[config.mk]
export PLATFORM = sky130hd
export DESIGN_NAME = cmp_unit_pipe_flat
export DESIGN_NICKNAME = d
export VERILOG_FILES = /design/src/rtl/cmp_pkg.sv /design/src/rtl/cmp_unit_pipe_if.sv /design/src/rtl/cmp_skid_buf.sv /design/src/rtl/cmp_unit_pipe.sv /design/src/flat_wrapper.sv
export SDC_FILE = /design/constraint.sdc
export NUM_CORES = 1
export LEC_CHECK = 0
export CAP_MARGIN = 20
export CORE_AREA = 2 2 109 190
export CTS_BUF_LIST = sky130_fd_sc_hd__clkbuf_4 sky130_fd_sc_hd__clkbuf_8 sky130_fd_sc_hd__clkbuf_16
export DETAILED_ROUTE_END_ITERATION = 7
export DIE_AREA = 0 0 111 192
export PLACE_DENSITY = 0.67
export SETUP_SLACK_MARGIN = 0.5
export SLEW_MARGIN = 20
export SYNTH_ARGS = -nofsm -noshare
export SYNTH_HDL_FRONTEND = slang
export SYNTH_HIERARCHICAL = 1
export SYNTH_SLANG_ARGS = --single-unit
[constraint.sdc]
create_clock -name clk -period 2.3 [get_ports clk]
set_input_delay 0.345 -clock clk [delete_from_list [all_inputs] [get_ports clk]]
set_output_delay 0.345 -clock clk [all_outputs]
set_load 0.01 [all_outputs]
[src/rtl/cmp_pkg.sv]
// Shared types for the pipelined compare unit: op encodings and the result record
// held in the output/skid storage slots.
package cmp_pkg;

    localparam int CMP_OP_W     = 4;
    // Storage records are sized for the widest supported configuration.
    localparam int CMP_XLEN_MAX = 64;
    localparam int CMP_TAG_MAX  = 16;

    localparam logic [CMP_OP_W-1:0] CMP_ENC_SLT  = 4'd0;
    localparam logic [CMP_OP_W-1:0] CMP_ENC_SLTU = 4'd1;
    localparam logic [CMP_OP_W-1:0] CMP_ENC_EQ   = 4'd2;
    localparam logic [CMP_OP_W-1:0] CMP_ENC_NE   = 4'd3;
    localparam logic [CMP_OP_W-1:0] CMP_ENC_LT   = 4'd4;
    localparam logic [CMP_OP_W-1:0] CMP_ENC_GE   = 4'd5;
    localparam logic [CMP_OP_W-1:0] CMP_ENC_LTU  = 4'd6;
    localparam logic [CMP_OP_W-1:0] CMP_ENC_GEU  = 4'd7;
    localparam logic [CMP_OP_W-1:0] CMP_ENC_MIN  = 4'd8;
    localparam logic [CMP_OP_W-1:0] CMP_ENC_MAX  = 4'd9;
    localparam logic [CMP_OP_W-1:0] CMP_ENC_MINU = 4'd10;
    localparam logic [CMP_OP_W-1:0] CMP_ENC_MAXU = 4'd11;

    typedef enum logic [CMP_OP_W-1:0] {
        CMP_SLT  = CMP_ENC_SLT,
        CMP_SLTU = CMP_ENC_SLTU,
        CMP_EQ   = CMP_ENC_EQ,
        CMP_NE   = CMP_ENC_NE,
        CMP_LT   = CMP_ENC_LT,
        CMP_GE   = CMP_ENC_GE,
        CMP_LTU  = CMP_ENC_LTU,
        CMP_GEU  = CMP_ENC_GEU,
        CMP_MIN  = CMP_ENC_MIN,
        CMP_MAX  = CMP_ENC_MAX,
        CMP_MINU = CMP_ENC_MINU,
        CMP_MAXU = CMP_ENC_MAXU
    } cmp_op_t;

    typedef struct packed {
        logic [CMP_XLEN_MAX-1:0] result;
        logic                    taken;
        logic [CMP_TAG_MAX-1:0]  tag;
        logic                    illegal;
    } cmp_res_t;

endpackage

[src/rtl/cmp_unit_pipe_if.sv]
// Issue-side and result-side handshake bundle of the compare unit.
// master = issue/consumer side, slave = the compare unit.
interface cmp_unit_pipe_if #(
    parameter int XLEN  = 32,
    parameter int TAG_W = 5
);
    logic             in_valid_i;
    logic             in_ready_o;
    logic [3:0]       op_i;
    logic [XLEN-1:0]  rs1_i;
    logic [XLEN-1:0]  rs2_i;
    logic [TAG_W-1:0] tag_i;
    logic             out_valid_o;
    logic             out_ready_i;
    logic [XLEN-1:0]  result_o;
    logic             taken_o;
    logic [TAG_W-1:0] tag_o;
    logic             illegal_o;

    modport master (
        output in_valid_i, op_i, rs1_i, rs2_i, tag_i, out_ready_i,
        input  in_ready_o, out_valid_o, result_o, taken_o, tag_o, illegal_o
    );

    modport slave (
        input  in_valid_i, op_i, rs1_i, rs2_i, tag_i, out_ready_i,
        output in_ready_o, out_valid_o, result_o, taken_o, tag_o, illegal_o
    );
endinterface

[src/rtl/cmp_skid_buf.sv]
// Two-entry FIFO storage (output register + skid slot) for compare results, with flush.
// in_ready_o comes straight from a flop so the consumer's ready never reaches the producer.
module cmp_skid_buf
    import cmp_pkg::*;
(
    input  logic     clk,
    input  logic     rst_n,
    input  logic     flush_i,
    input  logic     push_i,
    input  cmp_res_t push_res_i,
    input  logic     pop_ready_i,
    output logic     in_ready_o,
    output logic     out_valid_o,
    output cmp_res_t out_res_o
);

    logic     out_vld_q, out_vld_d;
    logic     skid_vld_q, skid_vld_d;
    cmp_res_t out_res_q, out_res_d;
    cmp_res_t skid_res_q, skid_res_d;
    logic     slot_free;

    assign slot_free = !out_vld_q || pop_ready_i;

    always_comb begin
        out_vld_d  = out_vld_q;
        out_res_d  = out_res_q;
        skid_vld_d = skid_vld_q;
        skid_res_d = skid_res_q;
        if (flush_i) begin
            out_vld_d  = 1'b0;
            skid_vld_d = 1'b0;
        end else if (slot_free) begin
            // The older skid entry always refills the output before a new one.
            if (skid_vld_q) begin
                out_vld_d  = 1'b1;
                out_res_d  = skid_res_q;
                skid_vld_d = push_i;
                if (push_i) begin
                    skid_res_d = push_res_i;
                end
            end else begin
                out_vld_d = push_i;
                if (push_i) begin
                    out_res_d = push_res_i;
                end
            end
        end else if (push_i) begin
            skid_vld_d = 1'b1;
            skid_res_d = push_res_i;
        end
    end

    always_ff @(posedge clk or negedge rst_n) begin
        if (!rst_n) begin
            out_vld_q  <= 1'b0;
            skid_vld_q <= 1'b0;
            out_res_q  <= '0;
            skid_res_q <= '0;
        end else begin
            out_vld_q  <= out_vld_d;
            skid_vld_q <= skid_vld_d;
            out_res_q  <= out_res_d;
            skid_res_q <= skid_res_d;
        end
    end

    assign in_ready_o  = !skid_vld_q;
    assign out_valid_o = out_vld_q;
    assign out_res_o   = out_res_q;

endmodule

[src/rtl/cmp_unit_pipe.sv]
// Pipelined SLT/branch compare unit: combinational compare feeding a 2-entry result buffer.
// Define CMP_ZBB_MINMAX_EN to add MIN/MAX/MINU/MAXU; otherwise those encodings are illegal.
module cmp_unit_pipe
    import cmp_pkg::*;
#(
    parameter int XLEN  = 32,
    parameter int TAG_W = 5
) (
    input  logic         clk,
    input  logic         rst_n,
    input  logic         flush_i,
    cmp_unit_pipe_if.slave bus
);

    cmp_op_t                op;
    logic signed [XLEN-1:0] rs1_s;
    logic signed [XLEN-1:0] rs2_s;
    logic                   lt_s;
    logic                   lt_u;
    logic                   eq;
    cmp_res_t               cmp_res;
    cmp_res_t               out_res;
    logic                   in_ready;
    logic                   out_valid;
    logic                   push;

    assign op    = cmp_op_t'(bus.op_i);
    assign rs1_s = bus.rs1_i;
    assign rs2_s = bus.rs2_i;
    assign lt_s  = rs1_s < rs2_s;
    assign lt_u  = bus.rs1_i < bus.rs2_i;
    assign eq    = bus.rs1_i == bus.rs2_i;

    always_comb begin
        cmp_res = '0;
        cmp_res.tag[TAG_W-1:0] = bus.tag_i;
        case (op)
            CMP_SLT:  cmp_res.result[0] = lt_s;
            CMP_SLTU: cmp_res.result[0] = lt_u;
            CMP_EQ:   cmp_res.taken     = eq;
            CMP_NE:   cmp_res.taken     = !eq;
            CMP_LT:   cmp_res.taken     = lt_s;
            CMP_GE:   cmp_res.taken     = !lt_s;
            CMP_LTU:  cmp_res.taken     = lt_u;
            CMP_GEU:  cmp_res.taken     = !lt_u;
`ifdef CMP_ZBB_MINMAX_EN
            CMP_MIN:  cmp_res.result[XLEN-1:0] = lt_s ? bus.rs1_i : bus.rs2_i;
            CMP_MAX:  cmp_res.result[XLEN-1:0] = lt_s ? bus.rs2_i : bus.rs1_i;
            CMP_MINU: cmp_res.result[XLEN-1:0] = lt_u ? bus.rs1_i : bus.rs2_i;
            CMP_MAXU: cmp_res.result[XLEN-1:0] = lt_u ? bus.rs2_i : bus.rs1_i;
`else
            CMP_MIN, CMP_MAX, CMP_MINU, CMP_MAXU: cmp_res.illegal = 1'b1;
`endif
            default:  cmp_res.illegal = 1'b1;
        endcase
    end

    // Flush wins over a same-cycle accept inside the buffer, so push needs no flush gating.
    assign push = bus.in_valid_i && in_ready;

    cmp_skid_buf u_buf (
        .clk         (clk),
        .rst_n       (rst_n),
        .flush_i     (flush_i),
        .push_i      (push),
        .push_res_i  (cmp_res),
        .pop_ready_i (bus.out_ready_i),
        .in_ready_o  (in_ready),
        .out_valid_o (out_valid),
        .out_res_o   (out_res)
    );

    assign bus.in_ready_o  = in_ready;
    assign bus.out_valid_o = out_valid;
    assign bus.result_o    = out_res.result[XLEN-1:0];
    assign bus.taken_o     = out_res.taken;
    assign bus.tag_o       = out_res.tag[TAG_W-1:0];
    assign bus.illegal_o   = out_res.illegal;

    // Records are max-width; the bits above XLEN/TAG_W are always zero here.
    logic unused_res_bits;
    assign unused_res_bits = ^{out_res.result, out_res.tag};

endmodule
[src/flat_wrapper.sv]
// flat-port wrapper written by rule: the top's interface ports become plain ports
module cmp_unit_pipe_flat import cmp_pkg::*;
#(
    parameter int XLEN  = 32,
    parameter int TAG_W = 5
)
  (clk, rst_n, flush_i, bus_in_valid_i, bus_op_i, bus_rs1_i, bus_rs2_i, bus_tag_i, bus_out_ready_i, bus_in_ready_o, bus_out_valid_o, bus_result_o, bus_taken_o, bus_tag_o, bus_illegal_o);
  cmp_unit_pipe_if #(.XLEN(XLEN), .TAG_W(TAG_W)) bus_i ();
  input  logic clk;
  input  logic rst_n;
  input  logic flush_i;
  input wire logic [$bits(bus_i.in_valid_i)-1:0] bus_in_valid_i;
  input wire logic [$bits(bus_i.op_i)-1:0] bus_op_i;
  input wire logic [$bits(bus_i.rs1_i)-1:0] bus_rs1_i;
  input wire logic [$bits(bus_i.rs2_i)-1:0] bus_rs2_i;
  input wire logic [$bits(bus_i.tag_i)-1:0] bus_tag_i;
  input wire logic [$bits(bus_i.out_ready_i)-1:0] bus_out_ready_i;
  output wire logic [$bits(bus_i.in_ready_o)-1:0] bus_in_ready_o;
  output wire logic [$bits(bus_i.out_valid_o)-1:0] bus_out_valid_o;
  output wire logic [$bits(bus_i.result_o)-1:0] bus_result_o;
  output wire logic [$bits(bus_i.taken_o)-1:0] bus_taken_o;
  output wire logic [$bits(bus_i.tag_o)-1:0] bus_tag_o;
  output wire logic [$bits(bus_i.illegal_o)-1:0] bus_illegal_o;
  assign bus_i.in_valid_i = bus_in_valid_i;
  assign bus_i.op_i = bus_op_i;
  assign bus_i.rs1_i = bus_rs1_i;
  assign bus_i.rs2_i = bus_rs2_i;
  assign bus_i.tag_i = bus_tag_i;
  assign bus_i.out_ready_i = bus_out_ready_i;
  assign bus_in_ready_o = bus_i.in_ready_o;
  assign bus_out_valid_o = bus_i.out_valid_o;
  assign bus_result_o = bus_i.result_o;
  assign bus_taken_o = bus_i.taken_o;
  assign bus_tag_o = bus_i.tag_o;
  assign bus_illegal_o = bus_i.illegal_o;
  cmp_unit_pipe #(.XLEN(XLEN), .TAG_W(TAG_W)) u_core (.clk(clk), .rst_n(rst_n), .flush_i(flush_i), .bus(bus_i));
endmodule
==> metrics.md, run 1 <==
| Metric | Value |
|---|---|
| Yosys Warn Count | `6` |
| Arrival @ worst endpoint | `2.48 ns` |
| Die Area | `21,310 sq um` |
| Iteration count of the initial detailed-routing pass | `4` |
| Total power | `4.870 mW` |
| Global route total overflow | `0` |
| Cell Pwr Density | `667.4 nW/um^2` |
| CTS tree | `yes` |
| Dpl hpwl | `7479 um` |
| Buffers added on ports | `118` |
| Initial Utilization | `24.51%` |
| Switching fraction of total power | `26.23%` |
| Period utilization | `98.18%` |
| Seq pwr share | `39.9%` |
| Die Width | `111 um` |
| Cell Count, Final, Fillers Out | `808` |
| Number of buffers and inverters on the critical path | `1` |
| Hold Path Class | `in2async` |
| WS Path Type | `in2reg` |
| Share of cells above drive strength 1 | `53.64%` |
| Vias in the first global route | `3,471` |
| CTS sink cnt | `80` |
| Mapped Avg Cell Area | `13.27 sq um` |
| Clock tree root buffer cell | `clkbuf_16` |
| Slew Limit Fails | `0` |
| Initial antenna violation count | `0` |
| Total core area | `19,650 sq um` |
| Max-cap viol count | `0` |
| N_diodes | `0` |
| Die Ht | `192 um` |
| Pin count of the biggest net entering global routing | `49` |
| Wire per inst | `12.88 um` |
| Post-DP Area | `6638 sq um` |
| Clk slew on worst S/H paths | `0.06 ns` |
| Commonest non-fill, non-tap cell in the layout | `dfrtp_1` |
| DRC | `0` |
| VDD IR max | `0.3532 mV` |
| Row Count | `68` |
| Most frequent cells in the layout | `79 x dfrtp_1, 73 x mux2_4, 62 x conb_1, 54 x clkdlybuf4s50_1, 37 x mux2_2` |
| P_sw | `1.277 mW` |
| Num CTS Buffers | `9` |
| Fin crit period | `2.258 ns` |
| CTS max path bufs | `2` |
| Clock Power Share | `30.5%` |
| Cells after Synth | `363` |
| Area Growth Syn to Fin | `51.48%` |
| Logic gate share of total power | `29.6%` |
| Clk_lat worst skew | `0.34 ns` |
| Slowest library cell on the worst path | `mux2_4` |
| Internal Power | `3.593 mW` |
| Placement-stage worst setup slack | `-0.7893 ns` |
| Status | `completed` |
| Worst Setup End Kind | `register` |
| Leakage | `3.327 nW` |
| Gpl congestion | `0.6841` |
| Hold Violations, Final | `0` |
| F_max | `442.9 MHz` |
| # fillers | `1,878` |
| Nets | `668` |
| Tot GR Track Use | `10.19%` |
| Crit path cell chain | `dlygate4sd2_1, ha_4, a21oi_2, o21ai_2, a22oi_2, a31oi_4, o31ai_2, xnor2_1, o32ai_2, mux2_4, mux2_4` |
| Mean number of vias per cell | `4.016` |
| Setup TNS | `0 ns` |
| Critical Path Most Common Cell | `mux2_4` |
| DR iter-0 viols | `102` |
| Post-Route WL | `10,410 um` |
| I/O Pins | `119` |
| Antenna-violating nets left | `0` |
| Via Count | `3,245` |
| Global-route wire length before repair | `16,930 um` |
| Synthesized cell area | `4817 sq um` |
| CP required | `2.52 ns` |
| Max incr delay on CP | `0.27 ns` |
| Setup crit start kind | `input pin` |
| Final setup margin | `0.04197 ns` |
| Final setup vio count | `0` |
| H-tree levels | `3` |
| Peak fanout along the critical path | `2` |
| Unrepaired setup endpoints after global routing | `yes` |
| Setup Skew | `0.005704 ns` |
| Crit-path leading delay family | `compound AO/OA/AOI/OAI gates` |
| Placed Cells | `781` |
| Final instance area | `7297 sq um` |
-- what timing repair did --
action	in CTS	in global routing
hold buffers	1	0
pin swaps	52	21
gates resized for setup	247	38
setup endpoints to repair	4	5
setup buffers	6	4
hold endpoints to repair	32	0
-- worst paths after layout --
kind,start,to,slack [ns],cells past startpoint
max reg2reg,u_core/u_buf/skid_vld_q,u_core/u_buf/out_res_o[30],0.58,6
max,bus_rs1_i[7],u_core/u_buf/out_res_o[17],0.04,11
min,rst_n,u_core/u_buf/skid_res_q[21],0.49,2
min reg2reg,u_core/u_buf/skid_res_q[25],u_core/u_buf/skid_res_q[25],0.49,1
max in group asynchronous,rst_n,u_core/u_buf/skid_vld_q,1.18,3
min in group clk,u_core/u_buf/skid_res_q[25],u_core/u_buf/skid_res_q[25],0.49,1
-- sequential cells by signal, summed over array words and instances (netlist names) --
register and count:
u_core/u_buf/skid_vld_q 1, u_core/u_buf/out_valid_o 1, u_core/u_buf/skid_res_q 39, u_core/u_buf/out_res_o 39
-- power groups by stage --
stage,Sequential [mW],Combinational (mW),Clock [mW]
4_1_cts,1.95,1.44,1.56
6_report,1.94,1.44,1.49
2_1_floorplan,1.99,0.721,0
3_3_place_gp,1.96,1.33,0
3_5_place_dp,1.97,1.36,0
5_1_grt,1.99,1.56,1.60
-- cell type report --
cell class	instances	area, sq um	area share [%]
multi-input cells	283	3244	44.46
flip-flops and latches	80	2003	27.45
repair buffers	145	1255	17.20
well taps	245	306.5	4.201
clock buffers	11	252.7	3.464
inverters	39	171.4	2.349
clock inverters	5	63.81	0.8745
-- worst register-to-register path: cells and delay by family (launching register included) --
| family | cells | cell delay, ns |
|---|---|---|
| flops | 1 | 0.47 |
| buf+inv | 2 | 0.33 |
| mux | 1 | 0.35 |
| simple gates | 3 | 0.46 |
-- metrics by stage --
| step | hold slack, ns | utilization, % |
|---|---|---|
| 6_report | 0.4877 | 37.13 |
| 5_1_grt | 0.5112 | 37.13 |
| 4_1_cts | 0.4952 | 36.85 |
| 3_5_place_dp | 0.3271 | 33.77 |
| 3_3_place_gp | 0.3251 | 33.77 |
| 2_1_floorplan | 0.04941 | - |
-- layer usage --
layer	wire [um]	vias up	track usage (%)
met5	0	-	0
met4	208	0	5.481
met3	531	11	2.461
met2	5682	95	19.56
met1	3987	1553	9.955
li1	-	1586	-
(Power assumes the default switching activity.)
==> inputs of run 2 (changes only) <==
--- a/config.mk
+++ b/config.mk
@@ -6,10 +6,11 @@
 export NUM_CORES = 1
 export LEC_CHECK = 0
 export CAP_MARGIN = 20
-export CORE_AREA = 2 2 109 190
+export CORE_AREA = 2 2 151 138
 export CTS_BUF_LIST = sky130_fd_sc_hd__clkbuf_4 sky130_fd_sc_hd__clkbuf_8 sky130_fd_sc_hd__clkbuf_16
 export DETAILED_ROUTE_END_ITERATION = 7
-export DIE_AREA = 0 0 111 192
+export DIE_AREA = 0 0 153 140
+export MAX_ROUTING_LAYER = met4
 export PLACE_DENSITY = 0.67
 export SETUP_SLACK_MARGIN = 0.5
 export SLEW_MARGIN = 20
==> run 2 against run 1 <==
Combinational power about the same. Fmax increased by 0.66%. Routed wire length decreased by 3.4%. Sequential share of layout area decreased by 0.35 points. Die area increased by 0.51%. Final area increased by 1.3%. Final cell count increased by 1.5%. First-iteration DRC count decreased by 32%. Setup slack improved by 0.015 ns. Total power increased by 1.1%. Sequential power about the same. Non-clock buffer count increased by 3.
==> metrics.md, run 2 (same netlist as run 1, synthesis figures left out) <==
| Metric | Value |
|---|---|
| N_diodes | `0 (unchanged)` |
| Hold Violations, Final | `0 (unchanged)` |
| # fillers | `1,957 (+4.2%)` |
| Buffers added on ports | `118 (unchanged)` |
| Critical Path Most Common Cell | `mux2_4` |
| Arrival @ worst endpoint | `2.47 ns (about the same)` |
| Share of cells above drive strength 1 | `52.21% (-1.4 points)` |
| Worst r2r path cells | `6 (unchanged)` |
| Die Width | `153 um (+38%)` |
| Max incr delay on CP | `0.28 ns (about the same)` |
| Cell Pwr Density | `665.8 nW/um^2 (-0.23%)` |
| Hold Path Class | `in2async` |
| Global route total overflow | `0 (unchanged)` |
| CTS max path bufs | `2 (unchanged)` |
| Metal2 WL | `5067 um (-11%)` |
| Gpl congestion | `0.7471 (+9.2%)` |
| Slew headroom | `66.21%` |
| Vias in the first global route | `3,403 (-2.0%)` |
| WS Path Type | `in2reg` |
| CTS tree | `yes` |
| Post-Route WL | `10,050 um (-3.4%)` |
| Top sig layer | `met4` |
| WP depth | `13 (+2)` |
| Clk_lat worst skew | `0.34 ns (about the same)` |
| Slowest library cell on the worst path | `mux2_4` |
| Number of buffers and inverters on the critical path | `3 (+2)` |
| Fin crit period | `2.243 ns (-0.01471 ns)` |
| Post-DP Area | `6665 sq um (+0.41%)` |
| Setup crit start kind | `input pin` |
| Peak fanout along the critical path | `3 (+1)` |
| M1 WL | `4415 um (+11%)` |
| Antenna-violating nets left | `0 (unchanged)` |
| CTS sink cnt | `80 (unchanged)` |
| CP required | `2.52 ns (about the same)` |
| F_max | `445.8 MHz (+0.66%)` |
| Period utilization | `97.54% (-0.64 points)` |
| Most frequent cells in the layout | `79 x dfrtp_1, 72 x mux2_4, 62 x conb_1, 56 x clkdlybuf4s50_1, 38 x mux2_2` |
| Area Growth Syn to Fin | `53.43%` |
| Worst Setup End Kind | `register` |
| I/O Pins | `119 (unchanged)` |
| Slew at the pin closest to its max-slew limit | `0.5049 ns` |
| Reg area | `2003 sq um (unchanged)` |
| DR iter-0 viols | `69 (-32%)` |
| Pin count of the biggest net entering global routing | `45 (-8.2%)` |
| Wire per inst | `12.26 um (-4.8%)` |
| Final setup vio count | `0 (unchanged)` |
| DRC | `0 (unchanged)` |
| Dpl hpwl | `7176 um (-4.0%)` |
| Final instance area | `7391 sq um (+1.3%)` |
| Nets | `671 (+0.45%)` |
| Reg2reg setup slack | `0.57 ns (about the same)` |
| Hold_ws | `0.4963 ns (+0.008608 ns)` |
| H-tree levels | `3 (unchanged)` |
| Clk slew on worst S/H paths | `0.06 ns (about the same)` |
| Global-route wire length before repair | `16,860 um (-0.37%)` |
| Via Count | `3,257 (+0.37%)` |
| Status | `completed` |
| Unrepaired setup endpoints after global routing | `yes` |
| Initial antenna violation count | `0 (unchanged)` |
| Clock tree root buffer cell | `clkbuf_16` |
| Die Area | `21,420 sq um (+0.51%)` |
| Num CTS Buffers | `9 (unchanged)` |
| Routed wl met3 | `416 um (-22%)` |
| Row Count | `49 (-28%)` |
| Crit path cell chain | `buf_6, inv_4, ha_4, nand4_1, buf_4, nor3_4, a211oi_2, o21ai_2, o31ai_2, xnor2_1, o32ai_2, mux2_4, mux2_4` |
| Commonest non-fill, non-tap cell in the layout | `dfrtp_1` |
| Initial Utilization | `24.33% (-0.18 points)` |
| Mean number of vias per cell | `3.972 (-1.1%)` |
| Die Ht | `140 um (-27%)` |
| Setup Skew | `0.006968 ns (+0.001264 ns)` |
| Leakage | `3.338 nW (+0.34%)` |
| Multi-input gate area | `3251 sq um (+0.19%)` |
| Total core area | `19,800 sq um (+0.76%)` |
| Max-cap viol count | `0 (unchanged)` |
| Tot GR Track Use | `10.10% (-0.085 points)` |
| Slew Limit Fails | `0 (unchanged)` |
| Crit-path leading delay family | `compound AO/OA/AOI/OAI gates` |
| Iteration count of the initial detailed-routing pass | `4 (unchanged)` |
| VDD IR max | `0.2832 mV (-20%)` |
-- run 2: routing by layer --
| layer | up-vias | GRT usage [%] |
|---|---|---|
| met5 | - | - |
| met4 | 0 | 3.752 |
| met3 | 15 | 2.847 |
| met2 | 70 | 16.62 |
| met1 | 1575 | 11.81 |
| li1 | 1597 | - |
-- run 2: path summary, 6_finish.rpt --
check	from	to
worst max-delay path	bus_rs2_i[23]	u_core/u_buf/out_res_o[17]
worst min-delay path	rst_n	u_core/u_buf/out_res_o[40]
worst max register to register	u_core/u_buf/skid_vld_q	u_core/u_buf/out_res_o[0]
worst min register to register	u_core/u_buf/skid_res_q[27]	u_core/u_buf/skid_res_q[27]
max in group asynchronous	rst_n	u_core/u_buf/out_res_o[0]
min in group clk	u_core/u_buf/skid_res_q[27]	u_core/u_buf/skid_res_q[27]
-- run 2: power by group --
group | total (mW) | switching (mW) | internal (mW)
clock network | 1.54 | 0.589 | 0.952
registers | 1.94 | 0.182 | 1.76
logic | 1.44 | 0.507 | 0.934
-- run 2: layout make-up --
cell class,count,share of cell area [%]
clock inverter,6,1.270
timing repair buffer,148,17.96
inverter,39,2.319
clock buffer,9,3.047
tap,255,4.317
multi-input combinational,283,43.98
sequential,80,27.10
-- run 2: timing repair --
| action | CTS | global route |
|---|---|---|
| endpoints found under the hold margin | 36 | 0 |
| endpoints found under the setup margin | 4 | 5 |
| hold buffers | 1 | 0 |
| setup buffers | 7 | 4 |
| pin swaps | 51 | 14 |
| gates resized for setup | 224 | 43 |
-- run 2: stage by stage --
step	setup WS (ns)	TNS [ns]	utilization [%]	instances	power, mW
finish	0.05667	0	37.32	820	4.921
global route	-0.02878	-0.02878	37.32	820	5.226
CTS	0.08506	0	37.01	816	5.002
detailed placement	-0.7574	-2.536	33.66	793	3.321
global placement	-0.6924	-2.301	33.66	793	3.280
floorplan	-0.0009617	-0.0009617	-	424	2.713
==> inputs of run 3 (changes only) <==
--- a/config.mk
+++ b/config.mk
@@ -10,7 +10,6 @@
 export CTS_BUF_LIST = sky130_fd_sc_hd__clkbuf_4 sky130_fd_sc_hd__clkbuf_8 sky130_fd_sc_hd__clkbuf_16
 export DETAILED_ROUTE_END_ITERATION = 7
 export DIE_AREA = 0 0 153 140
-export MAX_ROUTING_LAYER = met4
 export PLACE_DENSITY = 0.67
 export SETUP_SLACK_MARGIN = 0.5
 export SLEW_MARGIN = 20
==> run 3 against run 2 <==
Clock power about the same. Combinational power about the same. Core utilization is the same. Sequential cell count did not move. Final area did not move. Total power barely moved. Final cell count unchanged. Via count grew 0.34%. Setup slack lost 0.0023 ns. Critical path depth decreased by 1. Hold slack did not move. Non-clock buffer count is the same.
==> metrics.md, run 3 (same netlist as run 1, synthesis figures left out) <==
| Metric | Value |
|---|---|
| Leakage | `3.338 nW (unchanged)` |
| Area Growth Syn to Fin | `53.43% (unchanged)` |
| Post-Route WL | `10,060 um (about the same)` |
| Switching fraction of total power | `25.99% (about the same)` |
| Final setup vio count | `0 (unchanged)` |
| Global route total overflow | `0 (unchanged)` |
| Seq pwr share | `39.4% (about the same)` |
| Total power | `4.922 mW (about the same)` |
| N_diodes | `0 (unchanged)` |
| Logic gate share of total power | `29.3% (about the same)` |
| Clock Power Share | `31.3% (about the same)` |
| Clock tree root buffer cell | `clkbuf_16` |
| Clk slew on worst S/H paths | `0.06 ns (about the same)` |
| Reg2reg start | `u_core/u_buf/skid_vld_q` |
| F_max | `445.3 MHz (-0.10%)` |
| Hold Path Class | `reg2reg` |
| CTS max path bufs | `2 (unchanged)` |
| CP required | `2.52 ns (about the same)` |
| Max-cap viol count | `0 (unchanged)` |
| Slew at the pin closest to its max-slew limit | `0.5081 ns (+0.003148 ns)` |
| VDD IR max | `0.2829 mV (-0.13%)` |
| Die Area | `21,420 sq um (unchanged)` |
| DRC | `0 (unchanged)` |
| Arrival @ worst endpoint | `2.47 ns (about the same)` |
| Dpl hpwl | `7176 um (unchanged)` |
| Antenna-violating nets left | `0 (unchanged)` |
| Buffers added on ports | `118 (unchanged)` |
| Gpl congestion | `0.7380 (-1.2%)` |
| Metal2 WL | `5004 um (-1.2%)` |
| Mean number of vias per cell | `3.985 (+0.34%)` |
| Hold wc startpoint | `u_core/u_buf/skid_res_q[27]` |
| P_sw | `1.279 mW (about the same)` |
| Internal Power | `3.643 mW (about the same)` |
| Hold Violations, Final | `0 (unchanged)` |
| Hold endpoint | `u_core/u_buf/skid_res_q[27]` |
| CTS tree | `yes` |
| Fin crit period | `2.246 ns (+0.002336 ns)` |
| Row Count | `49 (unchanged)` |
| Clk_lat worst skew | `0.34 ns (about the same)` |
| DR iter-0 viols | `71 (+2.9%)` |
| # fillers | `1,957 (unchanged)` |
| Cell Pwr Density | `666.0 nW/um^2 (about the same)` |
| Total core area | `19,800 sq um (unchanged)` |
| Slew Limit Fails | `0 (unchanged)` |
| Via Count | `3,268 (+0.34%)` |
| Die Ht | `140 um (unchanged)` |
| Iteration count of the initial detailed-routing pass | `4 (unchanged)` |
| I/O Pins | `119 (unchanged)` |
| Slew headroom | `66.00% (-0.21 points)` |
| Commonest non-fill, non-tap cell in the layout | `dfrtp_1` |
| Most frequent cells in the layout | `79 x dfrtp_1, 72 x mux2_4, 62 x conb_1, 56 x clkdlybuf4s50_1, 38 x mux2_2` |
| Initial Utilization | `24.33% (unchanged)` |
| Top sig layer | `met4` |
| Peak fanout along the critical path | `2 (-1)` |
| Final setup margin | `0.05434 ns (-0.002336 ns)` |
| Setup Skew | `0.006957 ns (-0.00001094 ns)` |
| Wire per inst | `12.27 um (about the same)` |
| Worst Setup End Kind | `register` |
| Period utilization | `97.64% (+0.10 points)` |
| FF-to-FF End | `u_core/u_buf/out_res_o[0]` |
| Initial antenna violation count | `0 (unchanged)` |
| Die Width | `153 um (unchanged)` |
| Pin count of the biggest net entering global routing | `45 (unchanged)` |
| Nets | `671 (unchanged)` |
| Tot GR Track Use | `9.807% (-0.29 points)` |
| Status | `completed` |
| H-tree levels | `3 (unchanged)` |
| Reg2reg setup slack | `0.56 ns (about the same)` |
| Share of cells above drive strength 1 | `52.21% (unchanged)` |
| Unrepaired setup endpoints after global routing | `yes` |
| CTS sink cnt | `80 (unchanged)` |
| M1 WL | `4407 um (-0.18%)` |
| Hold path depth | `1` |
| Setup crit start kind | `input pin` |
| WS Path Type | `in2reg` |
| Routed wl met3 | `448 um (+7.7%)` |
| Global-route wire length before repair | `16,870 um (about the same)` |
| Vias in the first global route | `3,403 (unchanged)` |
| Placement-stage worst setup slack | `-0.7574 ns (unchanged)` |
| Worst r2r path cells | `6 (unchanged)` |
| Num CTS Buffers | `9 (unchanged)` |
[run 3: worst max path at each step]
| stage | startpoint | endpoint | slack, ns | depth (start not counted) |
|---|---|---|---|---|
| 6_report | bus_rs1_i[7] | u_core/u_buf/out_res_o[17] | 0.05 | 12 |
| 5_1_grt | bus_rs2_i[20] | u_core/u_buf/out_res_o[17] | -0.03 | 13 |
| 4_1_cts | bus_rs2_i[20] | u_core/u_buf/out_res_o[17] | 0.09 | 13 |
| 3_5_place_dp | bus_rs2_i[10] | u_core/u_buf/out_res_o[17] | -0.76 | 12 |
| 3_3_place_gp | bus_rs2_i[10] | u_core/u_buf/out_res_o[17] | -0.69 | 12 |
| 2_1_floorplan | bus_rs2_i[10] | u_core/u_buf/out_res_o[17] | -0.001 | 11 |
[run 3: per-layer routing]
| metal | global-route usage [%] | up-vias |
|---|---|---|
| li1 | - | 1596 |
| met2 | 16.62 | 69 |
| met1 | 11.77 | 1585 |
| met5 | 0 | - |
| met4 | 3.752 | 0 |
| met3 | 2.908 | 18 |
[run 3: layout make-up]
cell class              instances  area (sq um)  area share (%)
flip-flops and latches         80          2003           27.10
inverters                      39         171.4           2.319
clock inverters                 6         93.84           1.270
well taps                     255         319.1           4.317
clock buffers                   9         225.2           3.047
multi-input cells             283          3251           43.98
repair buffers                148          1328           17.96
[run 3: power groups by stage]
stage               Sequential, mW  Combinational [mW]  Clock (mW)
floorplan                     1.99               0.721           0
global placement              1.95                1.33           0
detailed placement            1.97                1.35           0
CTS                           1.95                1.43        1.62
global route                  1.99                1.56        1.68
finish                        1.94                1.44        1.54
[run 3: critical path, stage by stage]
cell	delay [ns]
dlygate4sd2_1	0.26
ha_4	0.26
a21oi_2	0.14
o21ai_2	0.07
a22oi_2	0.22
a31oi_4	0.12
buf_6	0.14
nor2_4	0.15
xnor2_2	0.13
o32ai_2	0.10
mux2_4	0.28
mux2_4	0.25
[run 3: what timing repair did]
action / 4_1_cts / 5_1_grt
hold buffers: 1 / 0
resized for setup: 224 / 43
endpoints found under the hold margin: 36 / 0
setup endpoints to repair: 4 / 5
pin swaps: 51 / 14
buffers inserted: 7 / 4
[run 3: through the flow]
| step | std cells | setup TNS, ns | utilization, % | cell area, sq um | hold slack (ns) |
|---|---|---|---|---|---|
| 2_1_floorplan | 424 | -0.0009617 | - | 5214 | 0.04941 |
| 3_3_place_gp | 793 | -2.301 | 33.66 | 6665 | 0.3536 |
| 3_5_place_dp | 793 | -2.536 | 33.66 | 6665 | 0.3593 |
| 4_1_cts | 816 | 0 | 37.01 | 7330 | 0.5019 |
| 5_1_grt | 820 | -0.02881 | 37.32 | 7391 | 0.5090 |
| 6_report | 820 | 0 | 37.32 | 7391 | 0.4963 |
